## src/rtl/com_tx_responder.sv

```systemverilog
`default_nettype none
// ============================================================================
// Module   : com_tx_responder
// Purpose  : Responder end of the Com write handshake. Sends each accepted
//            byte as an 8N1 frame on TxD, answers with NewCom or ComEnd.
// Revision : 1.0
// ============================================================================
module com_tx_responder #(
  parameter int CLK_DIV = 16,
  parameter int MSG_LEN = 8
) (
  input  logic       clk,
  input  logic       reset,
  input  logic       Write,
  input  logic [7:0] Data,
  output logic       TxD,
  output logic       NewCom,
  output logic       ComEnd,
  output logic       Busy,
  output logic       Overrun
);

  localparam int                BAUD_W    = $clog2(CLK_DIV);
  localparam logic [BAUD_W-1:0] BAUD_LAST = BAUD_W'(CLK_DIV - 1);
  localparam logic [7:0]        MSG_LAST  = 8'(MSG_LEN);

  typedef enum logic [2:0] {
    IDLE  = 3'd0,
    START = 3'd1,
    DATA  = 3'd2,
    STOP  = 3'd3,
    DONE  = 3'd4
  } state_t;

  state_t            state_q, state_d;
  logic [BAUD_W-1:0] baud_q, baud_d;
  logic [2:0]        bit_q, bit_d;
  logic [7:0]        shift_q, shift_d;
  logic [7:0]        byte_q, byte_d;
  logic              txd_q, txd_d;
  logic              newcom_q, newcom_d;
  logic              comend_q, comend_d;
  logic              busy_q, busy_d;
  logic              overrun_q, overrun_d;

  always_ff @(posedge clk or posedge reset) begin
    if (reset) begin
      state_q   <= IDLE;
      baud_q    <= '0;
      bit_q     <= '0;
      shift_q   <= '0;
      byte_q    <= '0;
      txd_q     <= 1'b1;
      newcom_q  <= 1'b0;
      comend_q  <= 1'b0;
      busy_q    <= 1'b0;
      overrun_q <= 1'b0;
    end else begin
      state_q   <= state_d;
      baud_q    <= baud_d;
      bit_q     <= bit_d;
      shift_q   <= shift_d;
      byte_q    <= byte_d;
      txd_q     <= txd_d;
      newcom_q  <= newcom_d;
      comend_q  <= comend_d;
      busy_q    <= busy_d;
      overrun_q <= overrun_d;
    end
  end

  always_comb begin
    state_d   = state_q;
    baud_d    = baud_q;
    bit_d     = bit_q;
    shift_d   = shift_q;
    byte_d    = byte_q;
    newcom_d  = 1'b0;
    // Only IDLE (including the NewCom cycle) can take a byte.
    overrun_d = Write && (state_q != IDLE);

    case (state_q)
      IDLE: begin
        if (Write) begin
          shift_d = Data;
          baud_d  = '0;
          bit_d   = '0;
          state_d = START;
        end
      end
      START: begin
        if (baud_q == BAUD_LAST) begin
          baud_d  = '0;
          state_d = DATA;
        end else begin
          baud_d = baud_q + 1'b1;
        end
      end
      DATA: begin
        if (baud_q == BAUD_LAST) begin
          baud_d  = '0;
          shift_d = {1'b0, shift_q[7:1]};
          if (bit_q == 3'd7) begin
            state_d = STOP;
          end else begin
            bit_d = bit_q + 3'd1;
          end
        end else begin
          baud_d = baud_q + 1'b1;
        end
      end
      STOP: begin
        if (baud_q == BAUD_LAST) begin
          baud_d = '0;
          byte_d = byte_q + 8'd1;
          if (byte_d == MSG_LAST) begin
            state_d = DONE;
          end else begin
            state_d  = IDLE;
            newcom_d = 1'b1;
          end
        end else begin
          baud_d = baud_q + 1'b1;
        end
      end
      DONE: begin
        state_d = DONE;
      end
      default: begin
        state_d = IDLE;
      end
    endcase

    // Line level follows the state being entered so TxD stays registered.
    case (state_d)
      START:   txd_d = 1'b0;
      DATA:    txd_d = shift_d[0];
      default: txd_d = 1'b1;
    endcase
    busy_d   = (state_d == START) || (state_d == DATA) || (state_d == STOP);
    comend_d = (state_d == DONE);
  end

  assign TxD     = txd_q;
  assign NewCom  = newcom_q;
  assign ComEnd  = comend_q;
  assign Busy    = busy_q;
  assign Overrun = overrun_q;

endmodule
`default_nettype wire

```

## config.mk

```make
export PLATFORM = sky130hd
export DESIGN_NAME = com_tx_responder
export DESIGN_NICKNAME = d
export VERILOG_FILES = /design/src/rtl/com_tx_responder.sv
export SDC_FILE = /design/constraint.sdc
export NUM_CORES = 1
export LEC_CHECK = 0
export CAP_MARGIN = 20
export CORE_ASPECT_RATIO = 1.25
export CORE_UTILIZATION = 59
export CTS_BUF_LIST = sky130_fd_sc_hd__clkbuf_8 sky130_fd_sc_hd__clkbuf_16
export DETAILED_ROUTE_END_ITERATION = 6
export PLACE_DENSITY = 0.83
export REMOVE_ABC_BUFFERS = 1
export SLEW_MARGIN = 20
export SYNTH_ARGS = -nofsm -noshare
export SYNTH_HDL_FRONTEND = slang
export SYNTH_SLANG_ARGS = --single-unit
```

## constraint.sdc

```tcl
create_clock -name clk -period 4 [get_ports clk]
set_clock_uncertainty 0.2 [all_clocks]
set_input_delay 0.6 -clock clk [delete_from_list [all_inputs] [get_ports clk]]
set_output_delay 0.6 -clock clk [all_outputs]
set_load 0.005 [all_outputs]
```

# Yosys cells after proc, flatten, opt, wreduce, memory -nomap -nowiden
# Cells that the tools add are included.
# Widths: inputs -> output; s select.
# totals
ff_bits	31
in_bits	11
output_inout_bits	5
wordCells	61
# classes
addsub	3
eq_ne	14
mux	21
n_reduce_logical	12
# ops
operator	n
$mux 3	9
$mux 8	2
$pmux 8 s2	1
$pmux 3 s5	1
$eq 3x2->1 const B	4
$eq 3x3->1 const B	3
$add 8x1->8 const B	1
$eq 8x4->1 const B	1
$mux 4	2
$pmux 4 s2	1
$eq 3x1->1 const B	2
$ne 2x2->1 const B	3
$pmux 3 s2	1
$add 4x1->4 const B	1
$eq 4x4->1 const B	1
$reduce_and 2->1	2
$reduce_and 4->1	1
$reduce_bool 2->1	2
$add 3x1->3 const B	1
$logic_not 3->1	1
$mux 1	3
$reduce_and 3->1	1
$reduce_bool 3->1	1
$reduce_or 3->1	1
3 further kinds	4

# Logic depth before layout (Yosys ltp)
# Gate-level depths: netlist of run 1.
# logic_depth
depth_word	8
ltp_mapped	6
mapped_depth_nobuf	5

# Worst setup path before layout of run 1
# No wires, ideal clock.
# synth_timing
kind	reg2reg
start	reg baud_q[0]
end	reg txd_q (netlist: TxD)
arrival_ns	1.685
setup_slack_ns	2.033
stages_incl_launch_ff	7
synth_period_minus_slack_ns	1.967
cell_sequence	dfrtp_1 ha_1 and4b_4 and2_1 buf_6 a221o_1 a211o_1
# synth_via
word_cells_on_any_way	10
# synth_lines
item	line_no	text
start: declaration	36	logic [BAUD_W-1:0] baud_q, baud_d;
start signal: assignment	60	baud_q <= baud_d;
$eq 4x4->1	100	if (baud_q == BAUD_LAST) begin
$mux 8	100	
$pmux 8 s2	82	case (state_q)
via shift_d[0]	38	logic [7:0] shift_q, shift_d;
$pmux 1 s2	135	case (state_d)
via txd_d	40	logic txd_q, txd_d;
end signal: assignment	64	txd_q <= txd_d;
end: declaration	40	
# The timed path passes the listed nets, and every way through them passes these cells. The select of a mux whose other input is x is not followed.
# A chain may end at the register's enable or synchronous reset.

# Final worst setup path of run 1
# layout_timing
start	in Write
end	reg txd_q (netlist: TxD)
# layout_via
word_cells_on_any_way	7
# layout_lines
item	line_no	text
start: declaration	14	input logic Write,
$mux 8	84	if (Write) begin
$pmux 8 s2	82	
via shift_d[0]	38	
$pmux 1 s2	135	
via txd_d	40	
# The timed path passes the listed nets, and every way through them passes these cells. The select of a mux whose other input is x is not followed.

==> flow_summary.ini, run 1 <==
[worst_setup_path]
worstSetupPathType = input port to flip-flop
startpoint_type = input port
cp.required_ns = 4.01
cp_data_arrival_time_ns = 2.40
crit_fanout = 9
cp_slowest_stage_delay_ns = 0.54
crit_path_cell_trace = clkdlybuf4s50_1 -> nor4b_4 -> a21oi_4 -> a221o_1 -> a211o_1
end_kind = flip-flop
critPathSlowestCell = clkdlybuf4s50_1

[logic_synthesis]
ys_types = 43
avgSynthCellArea_um2 = 10.8
async_reset_ff_frac = 1.00
yosys.area.top_type = dfrtp_1
ys.flop_type = dfrtp_1
syn_area_mm2 = 0.00153
synth-seq-cells = 31
yosysWarnings = 0
yosysMostFrequentCell = dfrtp_1
synth_edf_count = 0
syn_inst = 142
synth_area_leaders = dfrtp_1 49%, nand2_1 6.6%, ha_1 4.1%
ys_seq_area_frac = 0.507
yosys.area.top_type_share = 0.490
synth_common_cells = 30 x dfrtp_1, 27 x nand2_1, 8 x nor2_1, 7 x a22oi_1, 6 x xnor2_1

[global_routing]
grt-ovfl-total = 0
grt_max_degree = 21
grt_pass1_wl_mm = 4.72
grt_pass1_vias = 1052
antenna_found_initial = 0
grt_use_total = 0.247

[place]
numPortBuffers = 15
post_dp_cell_area_mm2 = 0.00170
gp_congestion = 0.838
dpl.hpwl_mm = 2.04

[power]
total_power_w = 0.000596
cellPowerDensity_mw_per_mm2 = 333
peakVddDrop_mv = 0.294
power.leakage_nw = 0.800

[clock_tree]
clk_pin_slew_worst_paths_ns = 0.06
postCtsSetupBuffers = 0
cts_max_level = 2
clockBufferDepth = 2
post_cts_resize_count = 0
cts_root_buf = clkbuf_8
hold_buffers = 0
numCtsBuffers = 5
worstSkewPairLatency_ns = 0.28
cts.sinks = 31
cts_tree = built

[floorplan]
pin_count = 16
initial_core_util = 0.624
die_h_um = 59.0
core_area_mm2 = 0.00245
die_w_um = 47.6
fp.dieArea_mm2 = 0.00280
rows = 20

[drt]
postRouteAntennaNets = 0
drc = 0
vias = 1151
drt_iter0_markers = 44
wl_per_cell_um = 15.5
via_per_inst = 5.96
drt_wl_total_mm = 2.99
drt_pass1_iterations = 4

[finish]
syn_to_final_growth_pct = 16.8
drive_above_1_share = 0.106
antenna_cells = 0
design_area_mm2 = 0.00179
layout.nets = 176

[outcome]
status = completed

[timing]
fin_hold_ws_ns = 0.285
finalCriticalPeriod_ns = 2.38
setup_viol = 0
finalSetupTns_ns = 0
tightest_slew_ns = 0.595
hold_viol = 0
period_share = 0.596
rsz0062_at_grt = false
slew_headroom = 0.602
slew_viol_final = 0
fmax_mhz = 419

[flow_run]
cap_violations = 0

[min_path]
hp-class = flip-flop to flip-flop
==> logic make-up after synthesis <==
group	Yosys count	share of synthesized area
buf+inv	7	0.0368
compound gates	27	0.132
simple gates	61	0.216
mux	3	0.0212
flops	31	0.507
fa+ha+maj	5	0.0408
xor+xnor	8	0.0458
==> worst max-delay path, delay by kind of cell <==
kind	cells	cell delay, ns
AO/OA/AOI/OAI	3	0.72
AND/OR/NAND/NOR	1	0.54
buffers and inverters	1	0.54
==> state kept, by name, indices dropped and copies added, names as in the netlist <==
signal   cells
Busy         1
ComEnd       1
NewCom       1
Overrun      1
TxD          1
baud_q       4
bit_q        3
byte_q       8
shift_q      8
state_q      3
==> power breakdown <==
group          leakage, nW  switching, W  total [W]  internal (W)
combinational        0.362     0.0000111  0.0000266     0.0000155
sequential           0.390    0.00000191   0.000320      0.000318
clock               0.0470      0.000114   0.000249      0.000135
total                0.800      0.000127   0.000596      0.000468
==> metrics by stage <==
step	setup WS (ns)	utilization	std cells
floorplan	2.07	-	137
finish	1.62	0.730	193
global placement	1.42	0.683	185
detailed placement	1.38	0.694	186
CTS	1.64	0.730	193
global route	1.55	0.730	193
==> per-layer routing <==
metal / vias up / wire length [um] / track usage
met5: - / 0 / 0
met4: 0 / 36 / 0.0714
met3: 5 / 129 / 0.0920
met2: 25 / 1570 / 0.409
met1: 577 / 1250 / 0.293
li1: 544 / - / -
==> cell type report <==
class / count / area, um^2
fillers: 191 / 663
inverters: 2 / 7.51
flip-flops and latches: 31 / 777
clock inverters: 1 / 5.00
clock buffers: 6 / 82.6
multi-input cells: 104 / 698
repair buffers: 16 / 178
well taps: 33 / 41.3
==> worst paths after layout <==
| kind | from | end | slack, ns | depth (start not counted) |
|---|---|---|---|---|
| min in group asynchronous | reset | byte_q[4]$_DFFE_PP0P_ | 0.47 | 2 |
| worst max-delay path | Write | TxD$_DFF_PP1_ | 1.62 | 5 |
| worst max register to register | state_q[2]$_DFF_PP0_ | TxD$_DFF_PP1_ | 1.80 | 4 |
| max in group asynchronous | reset | TxD$_DFF_PP1_ | 2.57 | 3 |
| worst min-delay path | shift_q[4]$_DFFE_PP0P_ | shift_q[4]$_DFFE_PP0P_ | 0.29 | 2 |
| worst min register to register | shift_q[4]$_DFFE_PP0P_ | shift_q[4]$_DFFE_PP0P_ | 0.29 | 2 |
==> layout by cell type (no fill, tap or decap), types with 3 or more instances in the layout <==
cell	count
nor2_1	8
dfrtp_1	30
nand2_1	27
clkbuf_8	6
nor3_1	4
a22o_1	3
xnor2_1	6
o21ai_0	4
ha_1	5
and2_1	3
a22oi_1	7
clkdlybuf4s50_1	15
(Power assumes the default switching activity.)
==> run 2, diff against run 1 <==
Settings changed: CORE_UTILIZATION 59 to 55, PLACE_DENSITY 0.83 to 0.78.
Clock period 4 ns to 2.2 ns, I/O delays scaled along.
==> flow_summary.ini, run 2 (synthesis results as in run 1) <==
[outcome]
status = completed

[place]
post_dp_cell_area_mm2 = 0.00172
gp_congestion = 0.754
dpl.hpwl_mm = 1.95
dp_cells = 192
numPortBuffers = 15

[finish]
final_common_cell = dfrtp_1
largestRegisters = byte_q (8), shift_q (8), baud_q (4)
layout.nets = 181
layout_common_cells = 30 x dfrtp_1, 27 x nand2_1, 15 x clkdlybuf4s50_1
ff_latch_area_um2 = 777
multi_input_area_um2 = 698
design_area_mm2 = 0.00182
syn_to_final_growth_pct = 18.9
filler_cell_count = 195
antenna_cells = 0
instances_no_fill = 200
drive_above_1_share = 0.133

[timing]
setup_viol = 0
fin_hold_ws_ns = 0.219
rsz0062_at_grt = false
slew_headroom = 0.720
tightest_slew_ns = 0.418
period_share = 0.946
hold_viol = 0
finalCriticalPeriod_ns = 2.08
finalSetupTns_ns = 0
fmax_mhz = 481
slew_viol_final = 0

[floorplan]
rows = 21
die_w_um = 49.2
fp.dieArea_mm2 = 0.00300
initial_core_util = 0.577
pin_count = 16
die_h_um = 61.0
core_area_mm2 = 0.00265

[worst_setup_path]
worstSetupPathType = flip-flop to flip-flop
crit_fanout = 9
reg2reg_to = TxD$_DFF_PP1_
crit_start = baud_q[0]$_DFFE_PP0P_
r2r_start = baud_q[0]$_DFFE_PP0P_
rr_worst_depth = 5
crit_path_end = TxD$_DFF_PP1_
cp_data_arrival_time_ns = 2.09
rrSetupSlack_ns = 0.12
startpoint_type = flip-flop
cp.required_ns = 2.21
end_kind = flip-flop

[clock_tree]
cts.sinks = 31
numCtsBuffers = 5
cts_max_level = 2
cts_tree = built
worstSkewPairLatency_ns = 0.28
hold_buffers = 0
cts_root_buf = clkbuf_8
postCtsSetupBuffers = 0
clockBufferDepth = 2
clk_pin_slew_worst_paths_ns = 0.06
post_cts_resize_count = 0

[global_routing]
grt-ovfl-total = 0
antenna_found_initial = 0
grt_pass1_wl_mm = 4.60
grt_pass1_vias = 1050
grt_use_total = 0.216
grt_max_degree = 32

[drt]
drt_iter0_markers = 30
wl_per_cell_um = 13.9
drt_pass1_iterations = 4
drt_wl_total_mm = 2.78
vias = 1143
postRouteAntennaNets = 0
drc = 0
via_per_inst = 5.72

[flow_run]
cap_violations = 0

[min_path]
hp-class = input port to asynchronous set/reset pin

[power]
cellPowerDensity_mw_per_mm2 = 611
peakVddDrop_mv = 0.499
power.leakage_nw = 0.826
total_power_w = 0.00111
[run 2: how the worst min path moves through the flow]
stage / from / end / depth (start not counted) / slack [ns]
after floorplan: reset / Busy$_DFF_PP0_ / 1 / 0.23
after global placement: shift_q[6]$_DFFE_PP0P_ / shift_q[6]$_DFFE_PP0P_ / 2 / 0.26
after detailed placement: byte_q[7]$_DFFE_PP0P_ / byte_q[7]$_DFFE_PP0P_ / 1 / 0.27
after CTS: reset / byte_q[6]$_DFFE_PP0P_ / 3 / 0.22
after global routing: reset / byte_q[6]$_DFFE_PP0P_ / 3 / 0.27
final: reset / shift_q[1]$_DFFE_PP0P_ / 3 / 0.22
[run 2: area by class of cell]
cell class | instances | area share
Clock buffer | 7 | 0.0529
Clock inverter | 1 | 0.00206
Inverter | 2 | 0.00412
Multi-Input combinational cell | 104 | 0.384
Sequential cell | 31 | 0.427
Tap cell | 34 | 0.0234
Timing Repair Buffer | 21 | 0.107
[run 2: critical path, stage by stage (launching register included)]
cell and delay (ns):
dfrtp_1 0.41, ha_1 0.25, and4b_4 0.21, and2_1 0.25, a221o_1 0.41, a211o_1 0.27
[run 2: metal layers]
layer / vias to the layer above / wire length, um / track usage
met5: - / 0 / 0
met4: 0 / 65 / 0.118
met3: 8 / 127 / 0.0702
met1: 559 / 1180 / 0.250
met2: 22 / 1400 / 0.358
li1: 554 / - / -
[run 2: where the power goes]
part           switching (W)  internal, W
combinational      0.0000191    0.0000255
clock               0.000205     0.000280
sequential        0.00000345     0.000578
total               0.000228     0.000884
[run 2: per-stage QoR]
step,utilization,worst slack [ns]
after detailed placement,0.648,0.113
final,0.686,0.120
after CTS,0.686,0.128
after floorplan,-,0.271
after global placement,0.648,0.152
after global routing,0.686,0.00519
==> run 3, diff against run 2 <==
Settings changed: CAP_MARGIN 20 to not set.
==> results of run 3 <==
Same layout as run 2: the final DEF is identical, and so are final timing and power.
